<file path="src/rtl/enum_arb_pkg.sv">
// Shared types for the enum-coded round-robin arbiter.
// Grant encoding, FSM states and the grant-to-request decode.
package enum_arb_pkg;

    typedef enum logic [2:0] {
        GNT_NONE = 3'h0,
        GNT_X    = 3'h1,
        GNT_Y    = 3'h2,
        GNT_Z    = 3'h3
    } gnt_e;

    typedef enum logic [1:0] {
        IDLE    = 2'd0,
        GRANT   = 2'd1,
        RELEASE = 2'd2
    } st_e;

    function automatic logic [2:0] gnt_onehot(input gnt_e g);
        logic [2:0] oh;
        oh = 3'b000;
        case (g)
            GNT_X:   oh = 3'b001;
            GNT_Y:   oh = 3'b010;
            GNT_Z:   oh = 3'b100;
            default: oh = 3'b000;
        endcase
        return oh;
    endfunction

endpackage

</file>
<file path="src/rtl/enum_rr_arbiter_rr_pick.sv">
// Combinational round-robin pick: scans cyclically starting
// from the requester after last_i; GNT_NONE when nobody requests.
module rr_pick
    import enum_arb_pkg::*;
(
    input  logic [2:0] req_i,
    input  gnt_e       last_i,
    output gnt_e       pick_o
);

    always_comb begin
        pick_o = GNT_NONE;
        case (last_i)
            GNT_X: begin
                if      (req_i[1]) pick_o = GNT_Y;
                else if (req_i[2]) pick_o = GNT_Z;
                else if (req_i[0]) pick_o = GNT_X;
            end
            GNT_Y: begin
                if      (req_i[2]) pick_o = GNT_Z;
                else if (req_i[0]) pick_o = GNT_X;
                else if (req_i[1]) pick_o = GNT_Y;
            end
            default: begin
                if      (req_i[0]) pick_o = GNT_X;
                else if (req_i[1]) pick_o = GNT_Y;
                else if (req_i[2]) pick_o = GNT_Z;
            end
        endcase
    end

endmodule

</file>
<file path="src/rtl/enum_rr_arbiter.sv">
// Three-way round-robin arbiter: grant, hold, one-cycle release gap.
// Define ARB_TIMEOUT_EN to force release after HOLD_MAX grant cycles.
module enum_rr_arbiter
    import enum_arb_pkg::*;
#(
    parameter int unsigned HOLD_MAX = 8
) (
    input  logic       clk,
    input  logic       rst,
    input  logic [2:0] req,
    output gnt_e       gnt,
    output logic       gnt_vld,
    output logic       timeout
);

    if (HOLD_MAX < 1 || HOLD_MAX > 255) begin : g_bad_hold
        $error("HOLD_MAX must be in 1..255");
    end

    st_e  st_q, st_d;
    gnt_e gnt_q, gnt_d;
    gnt_e last_q, last_d;
    logic vld_q, vld_d;
    gnt_e pick;

    rr_pick u_pick (
        .req_i  (req),
        .last_i (last_q),
        .pick_o (pick)
    );

`ifdef ARB_TIMEOUT_EN
    localparam int unsigned CW = $clog2(HOLD_MAX + 1);
    localparam logic [CW-1:0] CntLast = CW'(HOLD_MAX - 1);

    logic [CW-1:0] cnt_q, cnt_d;
    logic          to_q, to_d;

    assign timeout = to_q;
`else
    assign timeout = 1'b0;
`endif

    always_comb begin
        st_d   = st_q;
        gnt_d  = gnt_q;
        last_d = last_q;
`ifdef ARB_TIMEOUT_EN
        cnt_d  = cnt_q;
        to_d   = 1'b0;
`endif
        case (st_q)
            IDLE: begin
                if (pick != GNT_NONE) begin
                    st_d   = GRANT;
                    gnt_d  = pick;
                    last_d = pick;
`ifdef ARB_TIMEOUT_EN
                    cnt_d  = '0;
`endif
                end
            end
            GRANT: begin
                // An owner dropping its request wins over a timeout
                if ((req & gnt_onehot(gnt_q)) == 3'b000) begin
                    st_d  = RELEASE;
                    gnt_d = GNT_NONE;
                end
`ifdef ARB_TIMEOUT_EN
                else if (cnt_q == CntLast) begin
                    st_d  = RELEASE;
                    gnt_d = GNT_NONE;
                    to_d  = 1'b1;
                end else begin
                    cnt_d = cnt_q + 1'b1;
                end
`endif
            end
            RELEASE: begin
                st_d  = IDLE;
                gnt_d = GNT_NONE;
            end
            default: begin
                st_d  = IDLE;
                gnt_d = GNT_NONE;
            end
        endcase
        vld_d = (gnt_d != GNT_NONE);
    end

    always_ff @(posedge clk) begin
        if (rst) begin
            st_q   <= IDLE;
            gnt_q  <= GNT_NONE;
            last_q <= GNT_Z;
            vld_q  <= 1'b0;
        end else begin
            st_q   <= st_d;
            gnt_q  <= gnt_d;
            last_q <= last_d;
            vld_q  <= vld_d;
        end
    end

`ifdef ARB_TIMEOUT_EN
    always_ff @(posedge clk) begin
        if (rst) begin
            cnt_q <= '0;
            to_q  <= 1'b0;
        end else begin
            cnt_q <= cnt_d;
            to_q  <= to_d;
        end
    end
`endif

    assign gnt     = gnt_q;
    assign gnt_vld = vld_q;

endmodule

</file>
<file path="config.mk">
export PLATFORM = sky130hd
export DESIGN_NAME = enum_rr_arbiter
export DESIGN_NICKNAME = d
export VERILOG_FILES = /design/src/rtl/enum_arb_pkg.sv /design/src/rtl/enum_rr_arbiter_rr_pick.sv /design/src/rtl/enum_rr_arbiter.sv
export SDC_FILE = /design/constraint.sdc
export NUM_CORES = 1
export LEC_CHECK = 0
export CAP_MARGIN = 20
export CORE_AREA = 2 2 39 41
export CTS_BUF_LIST = sky130_fd_sc_hd__clkbuf_8
export DETAILED_ROUTE_END_ITERATION = 10
export DIE_AREA = 0 0 41 43
export DONT_BUFFER_PORTS = 1
export GPL_TIMING_DRIVEN = 0
export PLACE_DENSITY = 0.48
export SLEW_MARGIN = 0
export SYNTH_ARGS = -nofsm -noshare
export SYNTH_HDL_FRONTEND = slang
export SYNTH_HIERARCHICAL = 1
export SYNTH_SLANG_ARGS = --single-unit
</file>
<file path="constraint.sdc">
create_clock -name clk -period 2.31 [get_ports clk]
set_clock_uncertainty 0.1 [all_clocks]
set_input_delay 0.231 -clock clk [delete_from_list [all_inputs] [get_ports clk]]
set_output_delay 0.231 -clock clk [all_outputs]
set_load 0.03 [all_outputs]
</file>
; After elaboration in Yosys (flattened, before gate mapping)
; Cells that the tools add are included.
[word_totals]
regBits = 9
latchBits = 0
mem_bits_rw = 0
rom_bits = 0
output_inout_bits = 5
memories = 0
[op_classes]
addsub = 0
n_mul = 0
div_mod_pow = 0
order_cmp = 0
n_eq_ne = 8
shifts = 0
mux = 18
n_bitwise = 1
reduce_logical = 6
[op_table]
columns = operator, count
row1 = $mux W3, 9
row2 = $pmux W3 S2, 2
row3 = $eq A3 B2 Y1 const B, 3
row4 = $pmux W3 S3, 1
row5 = $mux W2, 4
row6 = $eq A3 B1 Y1 const B, 2
row7 = $reduce_bool A3 Y1, 2
row8 = $ne A2 B2 Y1 const B, 2
row9 = $pmux W2 S2, 1
row10 = $reduce_and A2 Y1, 2
row11 = $and A3 B3 Y3, 1
row12 = $logic_not A3 Y1, 1
row13 = $eq A2 B1 Y1 const B, 1
row14 = $logic_not A2 Y1, 1
row15 = $mux W1, 1

; Logic depth before layout (Yosys ltp)
; Gate-level depths: netlist of the first run.
[depth]
ltp_word = 8
mapped_depth = 6
mapped_depth_nobuf = 6

; Modules after synthesis
; Netlist of the first run, hierarchy kept.
[modules_own_cells]
columns = mod, n_inst, cells_each, area_per_inst_um2, seq_area_each_um2
row1 = enum_rr_arbiter, 1, 41, 410.4, 180.2
row2 = rr_pick, 1, 12, 66.3, 0.0

; Worst setup path after synthesis of the first run
; Ideal clock, no wire load.
[synth_path]
path_type = reg2reg
from = reg last_q[1]
to = reg vld_q (netlist: gnt_vld)
setup_time_ps = 115
t_arrival_ps = 1728
t_required_ps = 2095
slack_ps = 366
path_stages_with_launch = 7
path_buffers = 0
period_less_slack_ps = 1944
path_cell_list = dfxtp_1 -> nor2b_1 -> o2bb2ai_1 -> a21oi_1 -> or4_4 -> or4_1 -> and3_1
[synth_between]
elab_chain_cells = 6
[synth_rtl]
columns = item, line_no
row1 = "start, declared", enum_rr_arbiter.sv:22  ; gnt_e last_q, last_d;
row2 = "start signal, assigned", enum_rr_arbiter.sv:100  ; last_q <= last_d;
row3 = $eq A3 B2 Y1 or $eq A3 B1 Y1 (tied branches), enum_rr_arbiter_rr_pick.sv:13  ; case (last_i)
row4 = $pmux W3 S2 (*), enum_rr_arbiter_rr_pick.sv:13
row5 = named net pick[0], enum_rr_arbiter.sv:24  ; gnt_e pick;
row6 = $reduce_bool A3 Y1, enum_rr_arbiter.sv:54  ; if (pick != GNT_NONE) begin
row7 = $mux W3 (*), enum_rr_arbiter.sv:54
row8 = $pmux W3 S2 (*), enum_rr_arbiter.sv:52  ; case (st_q)
row9 = $reduce_bool A3 Y1 (*), enum_rr_arbiter.sv:88  ; vld_d = (gnt_d != GNT_NONE);
row10 = "end signal, assigned", enum_rr_arbiter.sv:101  ; vld_q <= vld_d;
row11 = "end, declared", enum_rr_arbiter.sv:23  ; logic vld_q, vld_d;
; Mark *: on every way through the listed nets, which the timed path passes. The rest lies on a longest branch.
; A chain may end at the register's enable or synchronous reset.

; Final worst setup path of the first run
; Same ends and word-level chain as after synthesis.

==> results of run 1 <==
## cell type report
type / count / area [um2] / area share
tap: 16 / 20.0 / 0.0363
clock buffer: 3 / 41.3 / 0.0748
clock inverter: 1 / 3.75 / 0.00680
timing repair buffer: 1 / 10.0 / 0.0181
buffer: 3 / 26.3 / 0.0476
multi-input combinational: 41 / 270 / 0.490
sequential: 9 / 180 / 0.327
## cells in the mapped netlist
master     n
o311a_2    2
conb_1     2
and3_1     1
nor2b_1    1
o31ai_1    1
or4_1      1
mux2i_1    2
a221o_1    2
or4_4      1
nor2_1     4
or2b_2     1
nor4_1     1
nand2b_1   2
o21ai_1    1
o2bb2ai_1  1
buf_4      2
o211ai_1   1
and3_2     1
nor3_1     1
nor3b_1    2
nand4bb_1  1
buf_6      1
dfxtp_1    9
a21oi_1    6
nand2_1    1
o21ai_0    5
## state kept, by name, indices dropped and copies added, names as in the netlist
name and count:
gnt_vld 1, st_q 2, gnt 3, last_q 3
## final timing paths
kind / endpoint / slack, ns / cells after the start
max: gnt_vld / 0.22 / 6
min: last_q[1] / 0.008 / 1
max reg2reg: gnt_vld / 0.22 / 6
min reg2reg: gnt[2] / 0.40 / 1
## repair_timing
item,in CTS,in global routing
setup endpoints to repair,0,0
endpoints found under the hold margin,3,0
hold buffers,1,0
## critical path: cells and delay by family, from the launching register on
kind,cells,cell delay (ns)
AND/OR/NAND/NOR,4,1.24
AO/OA/AOI/OAI,2,0.32
flip-flops,1,0.33
## power by group
group	total [uW]	switching, uW	leakage (uW)	internal [uW]
Combinational	119	56.7	0.000110	61.8
Clock	173	57.4	0.0000269	115
Sequential	236	52.9	0.0000747	183
Total	528	167	0.000211	361
## logic make-up (layout without fill, tap and decap cells)
kind of cell | after synthesis | after routing | share of synthesized area
AOI/OAI and AO/OA | 19 | 19 | 0.265
and+or+nand+nor | 18 | 18 | 0.244
DFF | 9 | 9 | 0.378
buffers and inverters | 3 | 8 | 0.0551
other | 2 | 2 | 0.0158
muxes | 2 | 2 | 0.0420
## per-stage QoR
stage | hold WS, ns | instances
global route | 0.000275 | 74
CTS | 0.00377 | 74
global placement | 0.205 | 69
finish | 0.00803 | 74
detailed placement | 0.204 | 69
floorplan | 0.200 | 53
## layer usage
metal | up-vias | GRT usage | part of all wire
li1 | 209 | - | -
met1 | 175 | 0.163 | 0.48
met2 | 14 | 0.178 | 0.43
met3 | 2 | 0.0366 | 0.075
met4 | 0 | 0.0800 | 0.013
met5 | - | 0 | 0
## placed cells by master, fill, tap and decap left out, types with 2 or more instances in the layout
master    instances
a221o_1           2
nor3b_1           2
buf_4             2
nand2b_1          2
dfxtp_1           9
a21oi_1           6
nor2_1            4
conb_1            2
clkbuf_8          3
mux2i_1           2
o311a_2           2
o21ai_0           5
==> results.json, run 1 <==
{
  "worstSetupStartpoint": "last_q[1]",
  "hold_violations": 0,
  "ant_nets": 0,
  "ir_worst_vdd_mv": 0.364,
  "post-cts-setup-buffers": 0,
  "grt_pass1_wl_um": 1490,
  "critPathLaunchType": "flop",
  "reg2reg_from": "last_q[1]",
  "place_hpwl_um": 718,
  "dp_slack_ns": 0.224,
  "gp_congestion": 0.673,
  "hp-start": "rst",
  "die_w_um": 41,
  "cp_cell_sequence": "nor2b_1 -> o2bb2ai_1 -> a21oi_1 -> or4_4 -> or4_1 -> and3_1",
  "core_mm2": 0.00138,
  "status": "completed",
  "fin_ws_ns": 0.223,
  "clk_latency_ns": 0.23,
  "synth_area_leader_cell": "dfxtp_1",
  "syn-instance-count": 53,
  "initial_utilization": 0.344,
  "drv_cap": 0,
  "synth.avg_cell_area_um2": 8.99,
  "initialDrtViolationCount": 4,
  "setup-tns-final_ns": 0,
  "p_leak_uw": 0.000211,
  "clock-sinks": 9,
  "netlist_area_um2": 477,
  "track_usage": 0.127,
  "antenna_found_initial": 0,
  "final_design_area_no_fill_um2": 552,
  "grt-ovfl-total": 0,
  "ys_seq_area_frac": 0.378,
  "max_freq_mhz": 479,
  "cts_made_buffers": 3,
  "routed_wl_um": 963,
  "power_uw": 528,
  "placed_area_um2": 497,
  "num-fill-cells": 142,
  "clk_pin_slew_ns": 0.04,
  "grt_max_degree": 10,
  "grt_pass1_vias": 374,
  "crit_path_top_delay_cell": "or4_4",
  "wl_per_cell_um": 13.0,
  "port_buffers": 0,
  "syn2layout_area_growth_pct": 15.7,
  "power_density_mw_per_mm2": 956,
  "timing.final.crit_period_ns": 2.09,
  "num_vias": 400,
  "drive_gt1_frac": 0.190,
  "cts_max_level": 1,
  "pin_count": 10,
  "dieArea_mm2": 0.00176,
  "drc_errors": 0,
  "cts_buffer_depth": 2,
  "synth.area.top_cells": "dfxtp_1 (38%), a21oi_1 (6.3%), o21ai_0 (5.2%)",
  "setup_viol": 0,
  "postCtsResizedCells": 0,
  "worst-path-max-fanout": 6,
  "firstDrtPassIters": 4,
  "fin_nets": 64,
  "synth_top_cell_area_share": 0.378,
  "critical_path_class": "flop to flop",
  "diodes": 0,
  "synth.distinct_cells": 26,
  "clockRootBuffer": "clkbuf_8",
  "cp.arrival_ns": 2.10,
  "hold_class": "primary input to flop",
  "synth_warnings": 6,
  "slew_violations": 0,
  "cts_tree": "yes",
  "final_util": 0.399,
  "vias_per_cell": 5.41,
  "worstPathRequired_ns": 2.33,
  "grt_setup_unrepaired": "no",
  "end_kind": "flop",
  "ys_ff_latch": 9,
  "die_h_um": 43,
  "cpPeakStageDelay_ns": 0.52,
  "synthesis.nets": 58,
  "rows": 14,
  "finalCritPeriodShare": 0.904
}
Note: power is estimated with default switching activity, not from simulation.
==> run 2: changes to the inputs <==
--- a/config.mk
+++ b/config.mk
@@ -12,7 +12,9 @@
 export DIE_AREA = 0 0 41 43
 export DONT_BUFFER_PORTS = 1
 export GPL_TIMING_DRIVEN = 0
+export HOLD_SLACK_MARGIN = 0.02
 export PLACE_DENSITY = 0.48
+export SETUP_SLACK_MARGIN = 0.02
 export SLEW_MARGIN = 0
 export SYNTH_ARGS = -nofsm -noshare
 export SYNTH_HDL_FRONTEND = slang
==> results.json, run 2 (synthesis results as in run 1) <==
{
  "setup-tns-final_ns": 0,
  "power_uw": 529,
  "ant_nets": 0,
  "critical_path_class": "flop to flop",
  "slew_violations": 0,
  "cts_buffer_depth": 2,
  "initialDrtViolationCount": 4,
  "end_kind": "flop",
  "max_freq_mhz": 479,
  "grt_pass1_wl_um": 1490,
  "routed_wl_um": 965,
  "drv_cap": 0,
  "firstDrtPassIters": 4,
  "layout.cells.non_filler": 74,
  "hold_violations": 0,
  "ir_worst_vdd_mv": 0.364,
  "ctsHoldBuffers": 1,
  "clock-sinks": 9,
  "cp.arrival_ns": 2.10,
  "final_design_area_no_fill_um2": 552,
  "grt-ovfl-total": 0,
  "clockRootBuffer": "clkbuf_8",
  "placed_area_um2": 497,
  "cts_made_buffers": 3,
  "busiest_layer": "met2",
  "grt_setup_unrepaired": "no",
  "core_mm2": 0.00138,
  "final_cell_mix": "dfxtp_1 (9), a21oi_1 (6), o21ai_0 (5)",
  "worst-path-max-fanout": 6,
  "wl_per_cell_um": 13.0,
  "drc_errors": 0,
  "grt_use_met1": 0.163,
  "finalCritPeriodShare": 0.904,
  "grt_pass1_vias": 371,
  "post-place-cells": 69,
  "diodes": 0,
  "fin_nets": 64,
  "num_vias": 399,
  "use_met3": 0.0366,
  "pin_count": 10,
  "timing.final.crit_period_ns": 2.09,
  "port_buffers": 0,
  "initial_utilization": 0.344,
  "status": "completed",
  "power_density_mw_per_mm2": 958,
  "clk_latency_ns": 0.23,
  "dieArea_mm2": 0.00176,
  "whs_ns": 0.123,
  "clk_pin_slew_ns": 0.05,
  "critPathLaunchType": "flop",
  "grt_max_degree": 10,
  "hold_class": "primary input to flop",
  "cts_tree": "yes",
  "post-cts-setup-buffers": 0,
  "gp_congestion": 0.673,
  "place_hpwl_um": 718,
  "p_leak_uw": 0.000211,
  "setup_viol": 0,
  "die_w_um": 41,
  "num-fill-cells": 142,
  "cts_max_level": 1,
  "drive_gt1_frac": 0.190,
  "die_h_um": 43,
  "met2_usage": 0.178,
  "syn2layout_area_growth_pct": 15.7,
  "rows": 14,
  "vias_per_cell": 5.39,
  "track_usage": 0.127,
  "final_common_cell": "dfxtp_1",
  "postCtsResizedCells": 0,
  "worstPathRequired_ns": 2.33,
  "antenna_found_initial": 0
}
==> run 2: cell counts in the layout (fill, tap and decap cells not counted) <==
Identical to the previous run, type by type.
==> run 2: area by class of cell <==
type,instances,area (um2),area share
Multi-Input combinational cell,41,270,0.490
Sequential cell,9,180,0.327
Clock buffer,3,41.3,0.0748
Buffer,3,26.3,0.0476
Tap cell,16,20.0,0.0363
Timing Repair Buffer,1,10.0,0.0181
Clock inverter,1,3.75,0.00680
==> run 2: layer usage <==
metal,vias to the layer above,wire length [um]
li1,209,-
met1,174,463
met2,14,415
met3,2,72
met4,0,13
met5,-,0
==> run 2: power by group <==
part	leakage (uW)	internal [uW]	switching [uW]	total, uW
registers	0.0000747	183	52.9	236
logic	0.000110	61.8	57.2	119
clock network	0.0000269	115	57.9	173
==> run 2: final timing paths <==
path	startpoint	slack [ns]	to	depth (start not counted)
max reg2reg	last_q[1]	0.22	gnt_vld	6
min reg2reg	st_q[1]	0.40	gnt[2]	1
min	rst	0.12	gnt[1]	2
max	last_q[1]	0.22	gnt_vld	6
==> run 2: worst max-delay path: stages (launching register included) <==
cell,delay (ns)
dfxtp_1,0.33
nor2b_1,0.14
o2bb2ai_1,0.15
a21oi_1,0.17
or4_4,0.52
or4_1,0.39
and3_1,0.19
==> run 2: through the flow <==
step / setup WS [ns] / utilization
3_3_place_gp: 0.229 / 0.359
6_report: 0.222 / 0.399
3_5_place_dp: 0.224 / 0.359
5_1_grt: 0.116 / 0.399
4_1_cts: 0.212 / 0.399
2_1_floorplan: 0.366 / -
==> run 3: changes to the inputs <==
--- a/config.mk
+++ b/config.mk
@@ -11,7 +11,6 @@
 export DETAILED_ROUTE_END_ITERATION = 10
 export DIE_AREA = 0 0 41 43
 export DONT_BUFFER_PORTS = 1
-export GPL_TIMING_DRIVEN = 0
 export HOLD_SLACK_MARGIN = 0.02
 export PLACE_DENSITY = 0.48
 export SETUP_SLACK_MARGIN = 0.02
==> results.json, run 3 (synthesis results as in run 1) <==
{
  "vias_per_cell": 5.41,
  "power_density_mw_per_mm2": 977,
  "critPathBufInv": 0,
  "cts_max_level": 1,
  "antenna_found_initial": 0,
  "timing.final.crit_period_ns": 1.98,
  "final_common_cell": "dfxtp_1",
  "setup_viol": 0,
  "grt_pass1_vias": 358,
  "num_vias": 395,
  "final-seq-area_um2": 180,
  "grt_max_degree": 10,
  "dieArea_mm2": 0.00176,
  "grt_setup_unrepaired": "no",
  "finalCritPeriodShare": 0.856,
  "final_cell_mix": "dfxtp_1 (9), a21oi_1 (6), o21ai_0 (5)",
  "post-cts-setup-buffers": 0,
  "drc_errors": 0,
  "port_buffers": 0,
  "end_kind": "flop",
  "clock-sinks": 9,
  "seq_power_share": 0.462,
  "cts_tree": "yes",
  "place_hpwl_um": 718,
  "clk_latency_ns": 0.23,
  "wl_per_cell_um": 13.5,
  "cpLargestDelayFamily": "simple AND/OR/NAND/NOR gates",
  "crit_path_top_delay_cell": "or4_4",
  "multi_input_area_um2": 270,
  "p_leak_uw": 0.000204,
  "fin_nets": 63,
  "status": "completed",
  "track_usage": 0.127,
  "firstDrtPassIters": 3,
  "critPathLaunchType": "flop",
  "grt_pass1_wl_um": 1440,
  "clk_pin_slew_ns": 0.04,
  "p_int_uw": 359,
  "p_switching_uw": 169,
  "cp_cell_sequence": "nor2b_1 -> o2bb2ai_1 -> a21oi_1 -> or4_4 -> or4_1 -> and3_1",
  "combPwrFrac": 0.210,
  "drive_gt1_frac": 0.175,
  "max_freq_mhz": 506,
  "die_w_um": 41,
  "drv_cap": 0,
  "postCtsResizedCells": 0,
  "ctsHoldBuffers": 1,
  "clockRootBuffer": "clkbuf_8",
  "setup-tns-final_ns": 0,
  "cpPeakStageDelay_ns": 0.48,
  "num-fill-cells": 154,
  "ant_nets": 0,
  "worstPathRequired_ns": 2.33,
  "gp_congestion": 0.725,
  "slew_violations": 0,
  "syn2layout_area_growth_pct": 13.4,
  "initialDrtViolationCount": 4,
  "whs_ns": 0.108,
  "cp.arrival_ns": 2.00,
  "worst-path-max-fanout": 5,
  "grt-ovfl-total": 0,
  "power_switching_share": 0.320,
  "power_frac_clock": 0.328,
  "hold_class": "primary input to flop",
  "hold_violations": 0,
  "pin_count": 10,
  "routed_wl_um": 984,
  "critical_path_class": "flop to flop",
  "diodes": 0,
  "rows": 14,
  "die_h_um": 43,
  "initial_utilization": 0.344,
  "cts_made_buffers": 3,
  "ir_worst_vdd_mv": 0.415,
  "cts_buffer_depth": 2,
  "core_mm2": 0.00138
}
## run 3: cell count changes in the layout (fill, tap and decap cells not counted)
cell   change
buf_6      -1
## run 3: through the flow
stage / total power (uW) / worst slack (ns) / instances / utilization / instance area, um2
final: 528 / 0.332 / 73 / 0.391 / 541
after global routing: 560 / 0.242 / 73 / 0.391 / 541
after global placement: 355 / 0.322 / 68 / 0.351 / 485
after CTS: 535 / 0.309 / 73 / 0.391 / 541
after detailed placement: 355 / 0.318 / 68 / 0.351 / 485
after floorplan: 332 / 0.366 / 53 / - / 477
## run 3: worst paths after layout
kind / start / to / slack (ns) / cells past startpoint
min: rst / gnt[1] / 0.11 / 2
max reg2reg: last_q[1] / gnt_vld / 0.33 / 6
min reg2reg: last_q[2] / last_q[2] / 0.42 / 2
max: last_q[1] / gnt_vld / 0.33 / 6
## run 3: power by group through the flow
stage / sequential, uW / combinational [uW] / clock (uW)
after floorplan: 231 / 100 / 0
after global placement: 246 / 108 / 0
after detailed placement: 247 / 108 / 0
after CTS: 244 / 111 / 180
after global routing: 248 / 122 / 190
final: 244 / 111 / 173
## run 3: area by class of cell
cell class,instances,area share
flip-flops and latches,9,0.333
well taps,16,0.0370
multi-input cells,41,0.500
clock inverters,1,0.00694
repair buffers,3,0.0463
clock buffers,3,0.0764
## run 3: routing by layer
layer | GRT usage | up-vias | part of all wire
met5 | 0 | - | 0
met3 | 0.0366 | 2 | 0.072
met4 | 0.120 | 0 | 0.015
met1 | 0.150 | 175 | 0.49
met2 | 0.172 | 11 | 0.42
li1 | - | 207 | -
